$ cat src/rtl/ann_seq_pkg.sv
// rtl/ann_seq_pkg.sv - shared state codes, pattern modes and default sizes for the ANN stimulus sequencer
package ann_seq_pkg;

   localparam int N_IN_DEF   = 30;
   localparam int DATA_W_DEF = 10;
   localparam int N_OUT_DEF  = 3;

   typedef enum logic [3:0] {
      ST_IDLE  = 4'd0,
      ST_FILL  = 4'd1,
      ST_ARM   = 4'd2,
      ST_WAIT  = 4'd3,
      ST_FAULT = 4'd4
   } seq_state_e;

   localparam logic [1:0] MODE_CONST = 2'b00;
   localparam logic [1:0] MODE_ZERO  = 2'b01;
   localparam logic [1:0] MODE_RAMP  = 2'b10;
   localparam logic [1:0] MODE_EXT   = 2'b11;

endpackage

$ cat src/rtl/ann_pattern_gen.sv
// rtl/ann_pattern_gen.sv - combinational feature element generator (const / zero / ramp / external)
module ann_pattern_gen
   import ann_seq_pkg::*;
#(
   parameter int DATA_W = DATA_W_DEF,
   parameter int IDX_W  = 5
) (
   input  logic [1:0]        mode,
   input  logic [DATA_W-1:0] const_val,
   input  logic [IDX_W-1:0]  idx,
   input  logic [DATA_W-1:0] ext_data,
   output logic [DATA_W-1:0] elem
);

   // ramp wraps modulo 2^DATA_W because the sum is kept at DATA_W bits
   always_comb begin
      elem = '0;
      case (mode)
         MODE_CONST: elem = const_val;
         MODE_ZERO:  elem = '0;
         MODE_RAMP:  elem = const_val + DATA_W'(idx);
         MODE_EXT:   elem = ext_data;
         default:    elem = '0;
      endcase
   end

endmodule

$ cat src/rtl/ann_stimulus_sequencer.sv
// rtl/ann_stimulus_sequencer.sv - fill/start/wait/capture sequencer for the drowsiness ANN; optional watchdog via SEQ_TIMEOUT_EN
module ann_stimulus_sequencer
   import ann_seq_pkg::*;
#(
   parameter int N_IN        = N_IN_DEF,
   parameter int DATA_W      = DATA_W_DEF,
   parameter int N_OUT       = N_OUT_DEF,
   parameter int RUN_CNT_W   = 8,
   parameter int TIMEOUT_CYC = 1000000
) (
   input  logic                    Clock,
   input  logic                    Rst,
   input  logic [1:0]              mode_sel,
   input  logic [DATA_W-1:0]       const_val,
   input  logic                    go,
   input  logic [DATA_W-1:0]       ext_data,
   input  logic                    ext_valid,
   output logic                    ext_ready,
   output logic                    ann_start,
   input  logic                    ann_done,
   input  logic [N_OUT*DATA_W-1:0] ann_out,
   output logic [N_IN*DATA_W-1:0]  in_vec,
   output logic [N_OUT*DATA_W-1:0] res_vec,
   output logic                    res_valid,
   output logic                    busy,
   output logic [3:0]              state,
   output logic [RUN_CNT_W-1:0]    run_count,
   output logic                    timeout
);

   localparam int IDX_W = (N_IN > 1) ? $clog2(N_IN) : 1;

   seq_state_e              state_q, state_d;
   logic [1:0]              mode_q, mode_d;
   logic [IDX_W-1:0]        idx_q, idx_d;
   logic [N_IN*DATA_W-1:0]  in_vec_q, in_vec_d;
   logic [N_OUT*DATA_W-1:0] res_vec_q, res_vec_d;
   logic                    res_valid_q, res_valid_d;
   logic [RUN_CNT_W-1:0]    run_count_q, run_count_d;
   logic                    go_q, go_d;
   logic                    ann_start_q, ann_start_d;
   logic                    ext_ready_q, ext_ready_d;
   logic                    busy_q, busy_d;
   logic                    go_edge;
   logic                    beat;
   logic [DATA_W-1:0]       elem;

`ifdef SEQ_TIMEOUT_EN
   localparam int TO_W = (TIMEOUT_CYC > 1) ? $clog2(TIMEOUT_CYC) : 1;
   logic [TO_W-1:0] wait_cnt_q, wait_cnt_d;
   logic            timeout_q, timeout_d;
`else
   logic unused_timeout_cfg;
   assign unused_timeout_cfg = (TIMEOUT_CYC > 0);
`endif

   ann_pattern_gen #(
      .DATA_W (DATA_W),
      .IDX_W  (IDX_W)
   ) u_pattern_gen (
      .mode      (mode_q),
      .const_val (const_val),
      .idx       (idx_q),
      .ext_data  (ext_data),
      .elem      (elem)
   );

   assign go_edge = go & ~go_q;
   assign beat    = (state_q == ST_FILL) &&
                    ((mode_q != MODE_EXT) || (ext_valid && ext_ready_q));

   // next-state logic: run sequencing, element writes and result capture
   always_comb begin
      state_d     = state_q;
      mode_d      = mode_q;
      idx_d       = idx_q;
      in_vec_d    = in_vec_q;
      res_vec_d   = res_vec_q;
      res_valid_d = res_valid_q;
      run_count_d = run_count_q;
      go_d        = go;
`ifdef SEQ_TIMEOUT_EN
      wait_cnt_d  = wait_cnt_q;
      timeout_d   = timeout_q;
`endif
      case (state_q)
         ST_IDLE, ST_FAULT: begin
            if (go_edge) begin
               idx_d       = '0;
               res_valid_d = 1'b0;
               mode_d      = mode_sel;
               state_d     = ST_FILL;
`ifdef SEQ_TIMEOUT_EN
               timeout_d   = 1'b0;
`endif
            end
         end
         ST_FILL: begin
            if (beat) begin
               in_vec_d[idx_q*DATA_W +: DATA_W] = elem;
               if (idx_q == IDX_W'(N_IN - 1)) begin
                  state_d = ST_ARM;
               end else begin
                  idx_d = idx_q + IDX_W'(1);
               end
            end
         end
         ST_ARM: begin
            state_d = ST_WAIT;
`ifdef SEQ_TIMEOUT_EN
            wait_cnt_d = '0;
`endif
         end
         ST_WAIT: begin
            if (ann_done) begin
               res_vec_d   = ann_out;
               res_valid_d = 1'b1;
               run_count_d = run_count_q + RUN_CNT_W'(1);
               state_d     = ST_IDLE;
            end
`ifdef SEQ_TIMEOUT_EN
            else if (wait_cnt_q == TO_W'(TIMEOUT_CYC - 1)) begin
               state_d   = ST_FAULT;
               timeout_d = 1'b1;
            end else begin
               wait_cnt_d = wait_cnt_q + TO_W'(1);
            end
`endif
         end
         default: state_d = ST_IDLE;
      endcase

      ann_start_d = (state_d == ST_ARM);
      ext_ready_d = (state_d == ST_FILL) && (mode_d == MODE_EXT);
      busy_d      = (state_d != ST_IDLE) && (state_d != ST_FAULT);
   end

   // single state register for the FSM and all registered outputs
   always_ff @(posedge Clock) begin
      if (!Rst) begin
         state_q     <= ST_IDLE;
         mode_q      <= MODE_CONST;
         idx_q       <= '0;
         in_vec_q    <= '0;
         res_vec_q   <= '0;
         res_valid_q <= 1'b0;
         run_count_q <= '0;
         go_q        <= 1'b0;
         ann_start_q <= 1'b0;
         ext_ready_q <= 1'b0;
         busy_q      <= 1'b0;
`ifdef SEQ_TIMEOUT_EN
         wait_cnt_q  <= '0;
         timeout_q   <= 1'b0;
`endif
      end else begin
         state_q     <= state_d;
         mode_q      <= mode_d;
         idx_q       <= idx_d;
         in_vec_q    <= in_vec_d;
         res_vec_q   <= res_vec_d;
         res_valid_q <= res_valid_d;
         run_count_q <= run_count_d;
         go_q        <= go_d;
         ann_start_q <= ann_start_d;
         ext_ready_q <= ext_ready_d;
         busy_q      <= busy_d;
`ifdef SEQ_TIMEOUT_EN
         wait_cnt_q  <= wait_cnt_d;
         timeout_q   <= timeout_d;
`endif
      end
   end

   assign state     = state_q;
   assign in_vec    = in_vec_q;
   assign res_vec   = res_vec_q;
   assign res_valid = res_valid_q;
   assign run_count = run_count_q;
   assign ann_start = ann_start_q;
   assign ext_ready = ext_ready_q;
   assign busy      = busy_q;
`ifdef SEQ_TIMEOUT_EN
   assign timeout   = timeout_q;
`else
   assign timeout   = 1'b0;
`endif

endmodule

$ cat config.mk
export PLATFORM = sky130hd
export DESIGN_NAME = ann_stimulus_sequencer
export DESIGN_NICKNAME = d
export VERILOG_FILES = /design/src/rtl/ann_seq_pkg.sv /design/src/rtl/ann_pattern_gen.sv /design/src/rtl/ann_stimulus_sequencer.sv
export SDC_FILE = /design/constraint.sdc
export NUM_CORES = 1
export LEC_CHECK = 0
export CAP_MARGIN = 10
export CORE_ASPECT_RATIO = 1.4
export CORE_MARGIN = 4
export CORE_UTILIZATION = 40
export CTS_CLUSTER_SIZE = 16
export DETAILED_ROUTE_END_ITERATION = 8
export PLACE_DENSITY_LB_ADDON = 0.08
export SLEW_MARGIN = 15
export SYNTH_ARGS = -nofsm -noshare
export SYNTH_HDL_FRONTEND = slang
export SYNTH_HIERARCHICAL = 1
export SYNTH_SLANG_ARGS = --single-unit
export TNS_END_PERCENT = 5
$ cat constraint.sdc
create_clock -name Clock -period 6.3 [get_ports Clock]
set_input_delay 0.945 -clock Clock [delete_from_list [all_inputs] [get_ports Clock]]
set_output_delay 0.945 -clock Clock [all_outputs]
set_load 0.02 [all_outputs]
==> impl_metrics.env, run 1 <==
export IMPL_pin_count=404
export IMPL_status="finished, final reports clean"
export IMPL_dp_hpwl_um=57400
export IMPL_synth_edff_count=0
export IMPL_h_tree_depth=2
export IMPL_grt_max_degree=131
export IMPL_vias_per_cell=6.12
export IMPL_rsz0062_at_grt="false"
export IMPL_grt_total_usage=0.313
export IMPL_peakVddDrop_uv=173
export IMPL_num_rows=90
export IMPL_dieWidth_um=185
export IMPL_vias=18700
export IMPL_start_util=0.405
export IMPL_syn_area_per_cell_um2=8.19
export IMPL_synthMuxAreaShare=0.0728
export IMPL_setup_slack_ps=1280
export IMPL_startpoint_type="flip-flop"
export IMPL_synthDominantCellAreaShare=0.406
export IMPL_clkTransAtPathRegs_ps=60
export IMPL_yosysWarnings=6
export IMPL_gr_total_overflow=0
export IMPL_async_flop_share=0
export IMPL_leakage_uw=0.00788
export IMPL_preCtsSetupSlack_ps=925
export IMPL_drtIter0Drc=1611
export IMPL_ant_nets=0
export IMPL_p_per_area_nw_per_um2=204
export IMPL_cp_arrival_ps=5400
export IMPL_drc=0
export IMPL_cts_sinks=354
export IMPL_cp_slowest_cell="dfxtp_1"
export IMPL_synth_simple_area_share=0.233
export IMPL_clock_skew_final_ps=20.8
export IMPL_period_share=0.797
export IMPL_ctsLongestPathBuffers=3
export IMPL_synth_seq_cells=354
export IMPL_synth_distinct_cells=91
export IMPL_period_needed_ps=5020
export IMPL_hp_class="reg2reg"
export IMPL_synth_fa_ha_area_frac=0.0138
export IMPL_max_slew_margin=0.256
export IMPL_synth_main_ff_cell="dfxtp_1"
export IMPL_grt_pass1_vias=18200
export IMPL_cp_end_kind="flip-flop"
export IMPL_crit_required_ps=6680
export IMPL_finalNetCount=2553
export IMPL_diodes=0
export IMPL_synth_top_family_by_area="simple AND/OR/NAND/NOR gates"
export IMPL_synth_xor_area_frac=0.0114
export IMPL_finalWirelength_um=77700
export IMPL_io_buffers=402
export IMPL_max_freq_mhz=199
export IMPL_finalHoldViolCount=0
export IMPL_first_pass_iters=5
export IMPL_post_cts_buffers=0
export IMPL_setup_viol=0
export IMPL_synthToLayoutAreaGrowth_pct=33.9
export IMPL_rrSetupSlack_ps=1280
export IMPL_place_congestion=1.00
export IMPL_whs_ps=452
export IMPL_critPathMaxFanout=17
export IMPL_cts_tree="built"
export IMPL_cts_made_buffers=38
export IMPL_fp_dieArea_um2=47100
export IMPL_routedWlPerCell_um=25.4
export IMPL_path_class="reg2reg"
export IMPL_ctsHoldBuffers=0
export IMPL_drv_slew=0
export IMPL_dieHeight_um=255
export IMPL_core_um2=43100
export IMPL_yosys_area_top_type="dfxtp_1"
export IMPL_root_buffer="clkbuf_16"
export IMPL_grt_pass1_wl_um=114000
export IMPL_synth_compound_area_frac=0.214
export IMPL_synth_area_leaders="dfxtp_1, mux2i_1, a21oi_1"
export IMPL_synth_cells=2133
export IMPL_worst_slew_pin_slew_ps=1120
export IMPL_layout_drive_gt1_share=0.0835
export IMPL_clk_latency_ps=550
export IMPL_path_common_cell="ha_1"
export IMPL_cap_violations=0
export IMPL_antenna_found_initial=0
export IMPL_seq_area_frac_synth=0.406
export IMPL_path_cells="ha_1 > ha_1 > a21o_1 > a211o_1 > a21oi_1 > ha_1 > inv_1 > a211o_1 > a31oi_1 > buf_4 > nand2_1 > o31ai_1 > a21oi_1"
export IMPL_netlist_area_um2=17500
export IMPL_cp_slowest_stage_delay_ps=570
export IMPL_cts_resized=0
export IMPL_tns_ps=0
## sequential cells by signal, indices dropped and copies added (netlist names)
register   count
in_vec       300
res_vec       30
run_count      8
idx_q          5
state          4
mode_q         2
ann_start      1
busy           1
ext_ready      1
go_q           1
res_valid      1
## cells in the final DEF (no fill, tap or decap), drive strengths merged, types with 9 or more instances in the layout
| cell type | count |
|---|---|
| and2 | 13 |
| o31ai | 21 |
| o21ai | 163 |
| ha | 16 |
| a21oi | 234 |
| o22ai | 21 |
| mux2i | 127 |
| clkbuf | 53 |
| buf | 86 |
| nand4 | 126 |
| a211oi | 36 |
| nor4 | 25 |
| nand2b | 10 |
| nor3 | 116 |
| dfxtp | 354 |
| inv | 19 |
| xor2 | 12 |
| nand2 | 264 |
| or2 | 10 |
| a22oi | 20 |
| xnor2 | 9 |
| nand3 | 110 |
| nor2 | 84 |
| clkdlybuf4s50 | 401 |
| o2111ai | 10 |
| o211ai | 10 |
## worst max-delay path, delay by kind of cell (launching register included)
family / cells / cell delay [ps]
AO/OA/AOI/OAI: 7 / 2160
adder cells (fa/ha/maj): 3 / 1150
buffers and inverters: 2 / 460
flip-flops: 1 / 570
AND/OR/NAND/NOR: 1 / 500
## area by class of cell
cell class              instances  area (um^2)
repair buffers                487         4680
clock buffers                  53         1100
inverters                      17         68.8
multi-input cells            1580         9610
flip-flops and latches        354         7090
fillers                      4075        19800
clock inverters                13          140
well taps                     552          691
## cells by family after synthesis
logic type / count (synthesis)
buffers and inverters: 200
multiplexers: 127
XOR/XNOR: 21
other: 1
flip-flops: 354
adder cells (fa/ha/maj): 18
AO/OA/AOI/OAI: 600
AND/OR/NAND/NOR: 812
## worst paths after layout
kind,start,endpoint,cells past startpoint
setup / recovery,idx_q[4],in_vec[90],13
hold reg to reg,res_vec[2],res_vec[2],2
setup reg to reg,idx_q[4],in_vec[90],13
hold / removal,res_vec[2],res_vec[2],2
## stage by stage
step,util,area (um^2),cells,power [uW]
after floorplan,-,17500,2134,2430
after global placement,0.513,22100,2990,2540
after detailed placement,0.513,22100,2990,2540
after CTS,0.542,23400,3056,4790
after global routing,0.542,23400,3056,4900
final,0.542,23400,3056,4770
## synthesized netlist by cell type, drive strengths merged (6+ instances only)
cell type  count
dfxtp        354
nand2        264
a21oi        234
o21ai        163
mux2i        127
nand4        126
clkbuf       117
nor3         116
nand3        110
nor2          84
buf           66
a211oi        36
nor4          25
o22ai         21
o31ai         21
a22oi         20
ha            16
inv           16
and2          13
xor2          12
nand2b        10
o2111ai       10
o211ai        10
or2           10
xnor2          9
a211o          8
and3           8
nor2b          8
nor3b          7
a32o           6
o32ai          6
or3            6
## power breakdown
part	leakage [uW]	total, uW	switching (uW)	internal, uW
sequential	0.00285	2250	5.22	2240
combinational	0.00441	249	169	79.8
clock	0.000614	2280	968	1310
total	0.00788	4770	1140	3630
## per-layer routing
| metal | global-route usage | wire length, um |
|---|---|---|
| met2 | 0.549 | 38200 |
| met1 | 0.355 | 28300 |
| met3 | 0.0570 | 5900 |
| met4 | 0.179 | 5290 |
| met5 | 0 | 0 |
(Power assumes the default switching activity.)
==> inputs of run 2 (changes only) <==
clock period = 5.1 ns   (was 6.3 ns; I/O delays follow)
==> run 2 against run 1 <==
Effect of this change: critical path depth decreased by 2; power increased by 25%; largest power group unchanged; fmax up 7.0%; critical endpoint is now in_vec[236]; via count rose by 0.11%; clock power increased by 25%; flip-flop and latch count is the same; utilization rose by 0.47 points; die area is the same.
==> impl_metrics.env, run 2 (synthesized netlist as in run 1, its figures left out) <==
export IMPL_peakVddDrop_uv=212
export IMPL_rsz0062_at_grt="false"
export IMPL_clock_skew_final_ps=15.0
export IMPL_first_pass_iters=6
export IMPL_drtIter0Drc=1386
export IMPL_finalWirelength_um=78100
export IMPL_finalInstanceArea_um2=23600
export IMPL_min_delay_start="res_vec[2]"
export IMPL_clkTransAtPathRegs_ps=60
export IMPL_routedWlPerCell_um=25.4
export IMPL_grt_max_degree=118
export IMPL_diodes=0
export IMPL_path_class="reg2reg"
export IMPL_post_cts_buffers=0
export IMPL_cts_tree="built"
export IMPL_utilization=0.547
export IMPL_grt_pass1_wl_um=115000
export IMPL_grt_pass1_vias=18500
export IMPL_cts_sinks=354
export IMPL_period_share=0.920
export IMPL_antenna_found_initial=0
export IMPL_crit_required_ps=5570
export IMPL_top_usage_layer="met2"
export IMPL_whs_endpoint="res_vec[2]"
export IMPL_max_slew_margin=0.257
export IMPL_dp_cells=3011
export IMPL_r2r_end="in_vec[236]"
export IMPL_placed_cell_area_um2=22300
export IMPL_gr_total_overflow=0
export IMPL_synthToLayoutAreaGrowth_pct=35.0
export IMPL_finalNetCount=2574
export IMPL_dp_hpwl_um=58700
export IMPL_drc=0
export IMPL_status="finished, final reports clean"
export IMPL_p_int_uw=4540
export IMPL_grt_total_usage=0.316
export IMPL_layout_drive_gt1_share=0.0903
export IMPL_regToRegStartpoint="idx_q[2]"
export IMPL_reg2reg_depth=11
export IMPL_rrSetupSlack_ps=410
export IMPL_power_frac_seq=0.466
export IMPL_cp_startpoint="idx_q[2]"
export IMPL_p_sw_uw=1420
export IMPL_period_needed_ps=4690
export IMPL_whs_ps=453
export IMPL_max_freq_mhz=213
export IMPL_vias_per_cell=6.08
export IMPL_switching_share=0.239
export IMPL_gr_usage_met3=0.0523
export IMPL_cap_violations=0
export IMPL_final_common_cell="clkdlybuf4s50_1"
export IMPL_drv_slew=0
export IMPL_final_cells=3078
export IMPL_dieWidth_um=185
export IMPL_critPathMaxFanout=15
export IMPL_layout_common_cells="clkdlybuf4s50_1, dfxtp_1, nand2_1"
export IMPL_core_um2=43100
export IMPL_ctsHoldBuffers=0
export IMPL_hp_class="reg2reg"
export IMPL_h_tree_depth=2
export IMPL_gr_usage_met1=0.353
export IMPL_worst_slew_pin_slew_ps=1110
export IMPL_p_per_area_nw_per_um2=253
export IMPL_start_util=0.405
export IMPL_tns_ps=0
export IMPL_dieHeight_um=255
export IMPL_pwr_share_clk=0.480
export IMPL_fp_dieArea_um2=47100
export IMPL_finalHoldViolCount=0
export IMPL_nFillCells=4037
export IMPL_startpoint_type="flip-flop"
export IMPL_largest_register_ffs=300
export IMPL_cp_arrival_ps=5160
export IMPL_root_buffer="clkbuf_16"
export IMPL_vias=18700
export IMPL_cts_resized=0
export IMPL_pin_count=404
export IMPL_cp_end_kind="flip-flop"
export IMPL_num_rows=90
export IMPL_ant_nets=0
export IMPL_cts_made_buffers=38
export IMPL_leakage_uw=0.00799
export IMPL_ctsLongestPathBuffers=3
export IMPL_clk_latency_ps=540
export IMPL_grtUsageMet2=0.575
export IMPL_place_congestion=1.00
export IMPL_hold_path_depth=2
export IMPL_setup_viol=0
export IMPL_io_buffers=402
export IMPL_combPwrFrac=0.055
-- run 2: power by group through the flow --
stage / Sequential [uW] / Clock [uW] / Combinational [uW]
2_1_floorplan: 2840 / 0 / 159
3_3_place_gp: 2840 / 0 / 319
3_5_place_dp: 2840 / 0 / 319
4_1_cts: 2780 / 2900 / 321
5_1_grt: 2780 / 3010 / 344
6_report: 2780 / 2860 / 326
-- run 2: routing by layer --
layer / vias to the layer above / wire length [um]
met3: 216 / 5370
met2: 885 / 40100
li1: 8617 / -
met1: 8995 / 28100
met5: - / 0
met4: 0 / 4550
-- run 2: per-stage QoR --
step	total power, uW	setup WS, ps
detailed placement	3160	484
finish	5960	408
floorplan	3000	621
CTS	6000	465
global route	6130	192
global placement	3160	311
-- run 2: final cells by class --
class,instances,area [um^2],share of cell area
Clock inverter,14,180,0.00764
Tap cell,552,691,0.0293
Multi-Input combinational cell,1580,9580,0.406
Sequential cell,354,7090,0.301
Inverter,17,68.8,0.00292
Timing Repair Buffer,508,4880,0.207
Clock buffer,53,1090,0.0462
-- run 2: how the worst max path moves through the flow --
stage                        to  cells after the start
global placement    in_vec[161]                     14
global route         in_vec[21]                     12
floorplan           in_vec[118]                     19
CTS                 in_vec[236]                     11
detailed placement  in_vec[274]                     17
finish              in_vec[236]                     11
-- run 2: worst max-delay path, cell delays in order (launching register included) --
cell	delay, ps
dfxtp_1	490
ha_1	310
ha_1	300
a211o_1	290
o211ai_1	400
a21oi_1	150
ha_1	370
o2bb2ai_2	800
buf_4	350
o2111ai_1	560
nand4bb_1	410
a21oi_1	170
